[src/rtl/buf_chain_pkg.sv]
// buf_chain_pkg: shared handshake type and sizing helper for elastic_buffer_chain.
package buf_chain_pkg;

    typedef struct packed {
        logic valid;
        logic ready;
    } stage_t;

    function automatic int occ_width(input int depth);
        return ($clog2(depth + 1) > 1) ? $clog2(depth + 1) : 1;
    endfunction

endpackage

[src/rtl/buffer_stage.sv]
// buffer_stage: one valid/data register of the elastic chain with combinational ready passthrough.
module buffer_stage #(
    parameter int WIDTH = 1
) (
    input  logic             clk,
    input  logic             rst_n,
    input  logic             flush,
    input  logic             up_valid,
    input  logic [WIDTH-1:0] up_data,
    input  logic             down_ready,
    output logic             ready,
    output logic             valid,
    output logic [WIDTH-1:0] data
);

    assign ready = !valid || down_ready;

    // Data only loads under a real incoming word, so bubbles never toggle the register.
    always_ff @(posedge clk) begin
        if (!rst_n) begin
            valid <= 1'b0;
            data  <= '0;
        end else begin
            if (flush)
                valid <= 1'b0;
            else if (ready)
                valid <= up_valid;
            if (!flush && ready && up_valid)
                data <= up_data;
        end
    end

endmodule

[src/rtl/elastic_buffer_chain.sv]
// elastic_buffer_chain: DEPTH registered valid/ready stages of WIDTH bits with synchronous flush.
// Define BUF_CHAIN_OCCUPANCY_EN to add the registered occupancy counter port.
module elastic_buffer_chain
    import buf_chain_pkg::*;
#(
    parameter int WIDTH = 1,
    parameter int DEPTH = 4
) (
    input  logic                        clk,
    input  logic                        rst_n,
    input  logic                        flush,
    input  logic                        in_valid,
    output logic                        in_ready,
    input  logic [WIDTH-1:0]            in_data,
    output logic                        out_valid,
    input  logic                        out_ready,
    output logic [WIDTH-1:0]            out_data
`ifdef BUF_CHAIN_OCCUPANCY_EN
    ,
    output logic [occ_width(DEPTH)-1:0] occupancy
`endif
);

    // Per-stage signals live in their own generate scope so the ready ripple stays acyclic.
    for (genvar i = 0; i < DEPTH; i++) begin : g_stage
        logic             up_valid, down_ready, ready, valid;
        logic [WIDTH-1:0] up_data, data;
        if (i == 0) begin : g_head
            assign up_valid = in_valid && in_ready;
            assign up_data  = in_data;
        end else begin : g_body
            assign up_valid = g_stage[i-1].valid;
            assign up_data  = g_stage[i-1].data;
        end
        if (i == DEPTH - 1) begin : g_tail
            assign down_ready = out_ready;
        end else begin : g_link
            assign down_ready = g_stage[i+1].ready;
        end
        buffer_stage #(.WIDTH(WIDTH)) u_stage (
            .clk        (clk),
            .rst_n      (rst_n),
            .flush      (flush),
            .up_valid   (up_valid),
            .up_data    (up_data),
            .down_ready (down_ready),
            .ready      (ready),
            .valid      (valid),
            .data       (data)
        );
    end

    assign in_ready  = g_stage[0].ready && !flush;
    assign out_valid = g_stage[DEPTH-1].valid;
    assign out_data  = g_stage[DEPTH-1].data;

`ifdef BUF_CHAIN_OCCUPANCY_EN
    localparam int OW = occ_width(DEPTH);
    stage_t in_hs, out_hs;
    assign in_hs  = '{valid: in_valid, ready: in_ready};
    assign out_hs = '{valid: out_valid, ready: out_ready};

    // A take during flush is discarded along with everything else.
    always_ff @(posedge clk) begin
        if (!rst_n || flush)
            occupancy <= '0;
        else
            occupancy <= occupancy + OW'(in_hs.valid && in_hs.ready) - OW'(out_hs.valid && out_hs.ready);
    end
`endif

endmodule
[config.mk]
export PLATFORM = sky130hd
export DESIGN_NAME = elastic_buffer_chain
export DESIGN_NICKNAME = d
export VERILOG_FILES = /design/src/rtl/buf_chain_pkg.sv /design/src/rtl/buffer_stage.sv /design/src/rtl/elastic_buffer_chain.sv
export SDC_FILE = /design/constraint.sdc
export NUM_CORES = 1
export LEC_CHECK = 0
export CORE_AREA = 10 10 47 49
export CTS_BUF_LIST = sky130_fd_sc_hd__clkbuf_4
export CTS_CLUSTER_DIAMETER = 150
export CTS_CLUSTER_SIZE = 14
export DETAILED_ROUTE_END_ITERATION = 10
export DIE_AREA = 0 0 57 59
export DONT_BUFFER_PORTS = 1
export PLACE_DENSITY_LB_ADDON = 0.05
export SYNTH_ARGS = -nofsm -noshare
export SYNTH_HDL_FRONTEND = slang
export SYNTH_SLANG_ARGS = --single-unit
[constraint.sdc]
create_clock -name clk -period 1.46 [get_ports clk]
set_clock_uncertainty 0.15 [all_clocks]
set_input_delay 0.219 -clock clk [delete_from_list [all_inputs] [get_ports clk]]
set_output_delay 0.219 -clock clk [all_outputs]
set_load 0.05 [all_outputs]
# --- After elaboration in Yosys (flattened, before gate mapping) ---
# Cells that the tools add are included.
word_totals:
  output_inout_bits: 3
  word_cells: 28
  ff_bits: 8
op_classes:
  bitwise: 1
  reduce_logical: 19
ops:
  columns: ["operator", "count"]
  rows:
  - ["$logic_and 1x1->1", 9]
  - ["$logic_not 1->1", 5]
  - ["$logic_or 1x1->1", 4]
  - ["$reduce_or 2->1", 1]
  - ["$not 1->1", 1]

# --- Logic depth before layout (Yosys ltp) ---
depth:
  depth_word: 8
  mapped_depth: 3
  ltp_nobuf: 3

# --- Hierarchy ---
# A second synthesis with hierarchy kept.
unflattened:
  hier_cells: 42
  hier_area_um2: 410.4
modules_own_cells:
  columns: ["module", "area_each_um2", "cells_each", "instances"]
  rows:
  - ["buffer_stage", 98.8, 10, 4]
  - ["elastic_buffer_chain", 15.0, 2, 1]

# --- Worst setup path after synthesis ---
# Ideal clock, no wire load.
synth_path:
  path_kind: "register to output"
  from: "reg g_stage[3].u_stage.valid"
  to: "out in_ready"
  t_required_ps: 1091
  arrival_time_ps: 1550
  path_buffers: 0
  path_slack_ps: -459
  path_stages_with_launch: 3
  path_cell_list: "dfxtp_1 -> and4b_4 -> a21oi_1"
synth_between:
  elab_chain_len: 6
synth_lines:
  columns: ["item", "line_no", "text"]
  rows:
  - ["from (decl)", "buffer_stage.sv:12", "output logic valid,"]
  - ["from (signal assigned)", "buffer_stage.sv:27", "valid <= up_valid;"]
  - ["$logic_not 1->1", "buffer_stage.sv:16", "assign ready = !valid || down_ready;"]
  - ["$logic_or 1x1->1 (4 in series)", "buffer_stage.sv:16", null]
  - ["$logic_and 1x1->1", "elastic_buffer_chain.sv:53", "assign in_ready = g_stage[0].ready && !flush;"]
  - ["to (decl)", "elastic_buffer_chain.sv:13", "output logic in_ready,"]
# Every way passes these cells.

# --- Worst setup path in the final report ---
layout_path:
  from: "reg g_stage[1].u_stage.valid"
  to: "out in_ready"
layout_between:
  elab_chain_len: 4
layout_lines:
  columns: ["item", "line_no"]
  rows:
  - ["from (decl)", "buffer_stage.sv:12"]
  - ["from (signal assigned)", "buffer_stage.sv:27"]
  - ["$logic_not 1->1", "buffer_stage.sv:16"]
  - ["$logic_or 1x1->1 (2 in series)", "buffer_stage.sv:16"]
  - ["$logic_and 1x1->1", "elastic_buffer_chain.sv:53"]
# Every way passes these cells.

==> metrics.txt <==
share of layout cells above drive strength 1=between 20% and 30%; Synth Warn #=0; Final setup viols=0; Design Area, Final=around 470 um2; Pwr per Cell Area=903.4 nW/um2; hold slack=-0.03116 ns; port bufs=0; crit path DAT=~1.1 ns; initial antenna violation count=0; cell chain of the critical path=and4b_4 -> a21oi_4 -> buf_12; sequential fraction of the synthesis area=a little under half; vias in the first global route=329; Overflow after GRT=0; full die area=about 3400 um2; CP Capture Type=output pin; reg2reg setup slack=around 0.07 ns; worst skew pair latency=between 0.2 and 0.3 ns; Critical Path Source Type=flop; Tot GR Track Use=5.272%; hold depth=2; P&R area growth vs syn=40.89%; Max-slew headroom=85.44%; Peak Freq=692.2 MHz; Crit Path Class=flop to output pin; post-layout minimum cycle time=between 1 and 1.5 ns; vias post-DR=297; Crit path largest cell delay=about 0.35 ns; post-synthesis average cell area=8.414 um2; final WL=about 750 um; core area=1401 um2; area of the mapped netlist=roughly 340 um2; Period Utilization, post-route=98.96%; Reg power frac=a little over half; dpl cell area=~400 um2; Slew Limit Fails=0; GP Congestion=just under 0.7; VDD IR max=0.3642 mV; clock buffer depth=2; Slew @ Worst Pin=around 0.22 ns; sink of the worst hold path=g_stage[0].u_stage.data$_SDFFE_PN0P_; sw frac=between 20% and 30%; Final Worst Setup Slack=approximately 0.015 ns; Cell Rows=14; pin count of the biggest net entering global routing=6; Fin. Hold Viols=1; Nets=59; R2R cell count=4; Die Y=between 50 and 60 um; P_sw=93.38 uW; CP Max Fanout=4; max-cap violations=0; number of CTS-inserted buffers=3; H-tree depth=1; Detail Placement HPWL=592 um; vias per std cell=4.433; HP Class=input port to flop; antenna cells=0; FILL cells=roughly 160; Worst-path clk slew=0.05 ns; Netlist cell types=15; die width=between 50 and 60 um; Leak=roughly 0.00018 uW; first-pass GRT wire length=1380 um; Synth Instances=40; TritonCTS clock tree=built; CTS sink cnt=8; RSZ-0062 raised after global routing=yes; clock share of power=39.4%; Comb pwr share=~8.0%; post-layout util=between 30% and 40%; # DRC=0; wire per inst=about 11 um; crit path launch=g_stage[1].u_stage.valid$_SDFFE_PP0P_; main area contributors after synthesis=dfxtp_1, a21oi_1, nand2b_1, nor2_1, inv_1; IO Count=9; Synthesized Nets=46; Routed Antenna Nets=0; Worst path slowest cell=dfxtp_2; post-synth top area share=roughly 48%; drt first pass iters=4; number of synthesized register bits=8; hold_sp=rst_n; CP Data Required Time=1.09 ns; Initial Utilization=between 20% and 30%; worst r2r src=g_stage[3].u_stage.valid$_SDFFE_PP0P_; cell taking the most area after synthesis=dfxtp_1; status=finished with violations; Detailed Route Iter0 Violations=3; failing checks=hold timing; Setup WS pre-CTS=about 0.17 ns; Internal=between 300 and 400 uW; Root Buffer=clkbuf_4; Worst R2R End=g_stage[1].u_stage.data$_SDFFE_PN0P_
## power groups by stage
stage	clock network, uW	registers (uW)	logic (uW)
after floorplan	0	229	19.1
after CTS	176	225	36.8
after global placement	0	230	28.1
after detailed placement	0	230	28.1
after global routing	179	225	38.5
final	169	225	34.4
## metal layers
layer	vias up	GRT usage [%]	wire [um]	share of wire [%]
met4	0	5.034	6	0.80
met5	-	0	0	0
met2	8	6.977	350	46
met1	129	5.701	311	41
met3	2	3.004	84	11
li1	158	-	-	-
## worst max-delay path by stage
| stage | to | slack (ns) |
|---|---|---|
| after floorplan | in_ready | 0.11 |
| after global placement | g_stage[1].u_stage.data$_SDFFE_PN0P_ | 0.18 |
| after detailed placement | g_stage[1].u_stage.data$_SDFFE_PN0P_ | 0.17 |
| after CTS | in_ready | 0.008 |
| after global routing | in_ready | -0.03 |
| final | in_ready | 0.02 |
## cell usage after synthesis, drive strengths merged
master and number:
nand2 3, and4b 1, dfxtp 8, o21ai 2
or3b 1, nor2b 1, nor2 5, inv 4
nand3b 1, mux2i 1, nand2b 3, a31o 1
or3 1, a21oi 7, nand4 1
## what timing repair did
| action | 4_1_cts | 5_1_grt |
|---|---|---|
| hold buffers | 4 | 0 |
| buffers inserted | 2 | 0 |
| pin swaps | 2 | 0 |
| hold endpoints to repair | 5 | 0 |
| resized for setup | 2 | 0 |
| endpoints found under the setup margin | 1 | 2 |
## flip-flops by register name, summed over array words and instances, names as in the netlist
name	flops
g_stage.u_stage.data	4
g_stage.u_stage.valid	4
## cell families after synthesis
family	share of synthesized area (%)
simple gates	29.00
mux	2.974
flops	47.58
compound gates	15.98
buf+inv	4.460
## stage by stage
stage | total power, uW | std cells | hold WS, ns | setup TNS (ns)
global placement | 257.9 | 59 | 0.2032 | 0
global route | 442.8 | 67 | 0.01545 | -0.02686
detailed placement | 257.9 | 59 | 0.2028 | 0
floorplan | 248.4 | 40 | 0.1864 | 0
CTS | 437.8 | 68 | 0.01448 | 0
finish | 428.4 | 67 | -0.03116 | 0
## area by class of cell
cell class                 instances  area [um2]  area share [%]
inverter                           4       15.01           3.166
multi-input combinational         28       172.7           36.41
sequential                         8       163.9           34.56
timing repair buffer               8       80.08           16.89
tap                               16       20.02           4.222
clock buffer                       3       22.52           4.749
## critical path, delay by kind of cell (launching register included)
kind            cells  cell delay (ns)
flops               1             0.35
simple gates        1             0.26
buf+inv             1             0.15
compound gates      1             0.06
## placed cells by master, fill, tap and decap left out, types with 2 or more instances in the layout
cell,n
nor2_1,5
dfxtp_1,5
a21oi_1,6
o21ai_0,2
buf_4,4
dfxtp_2,3
nand2b_1,3
clkbuf_4,3
nand2_1,3
dlygate4sd3_1,3
inv_1,4
Power figures use the tool's default switching activity.
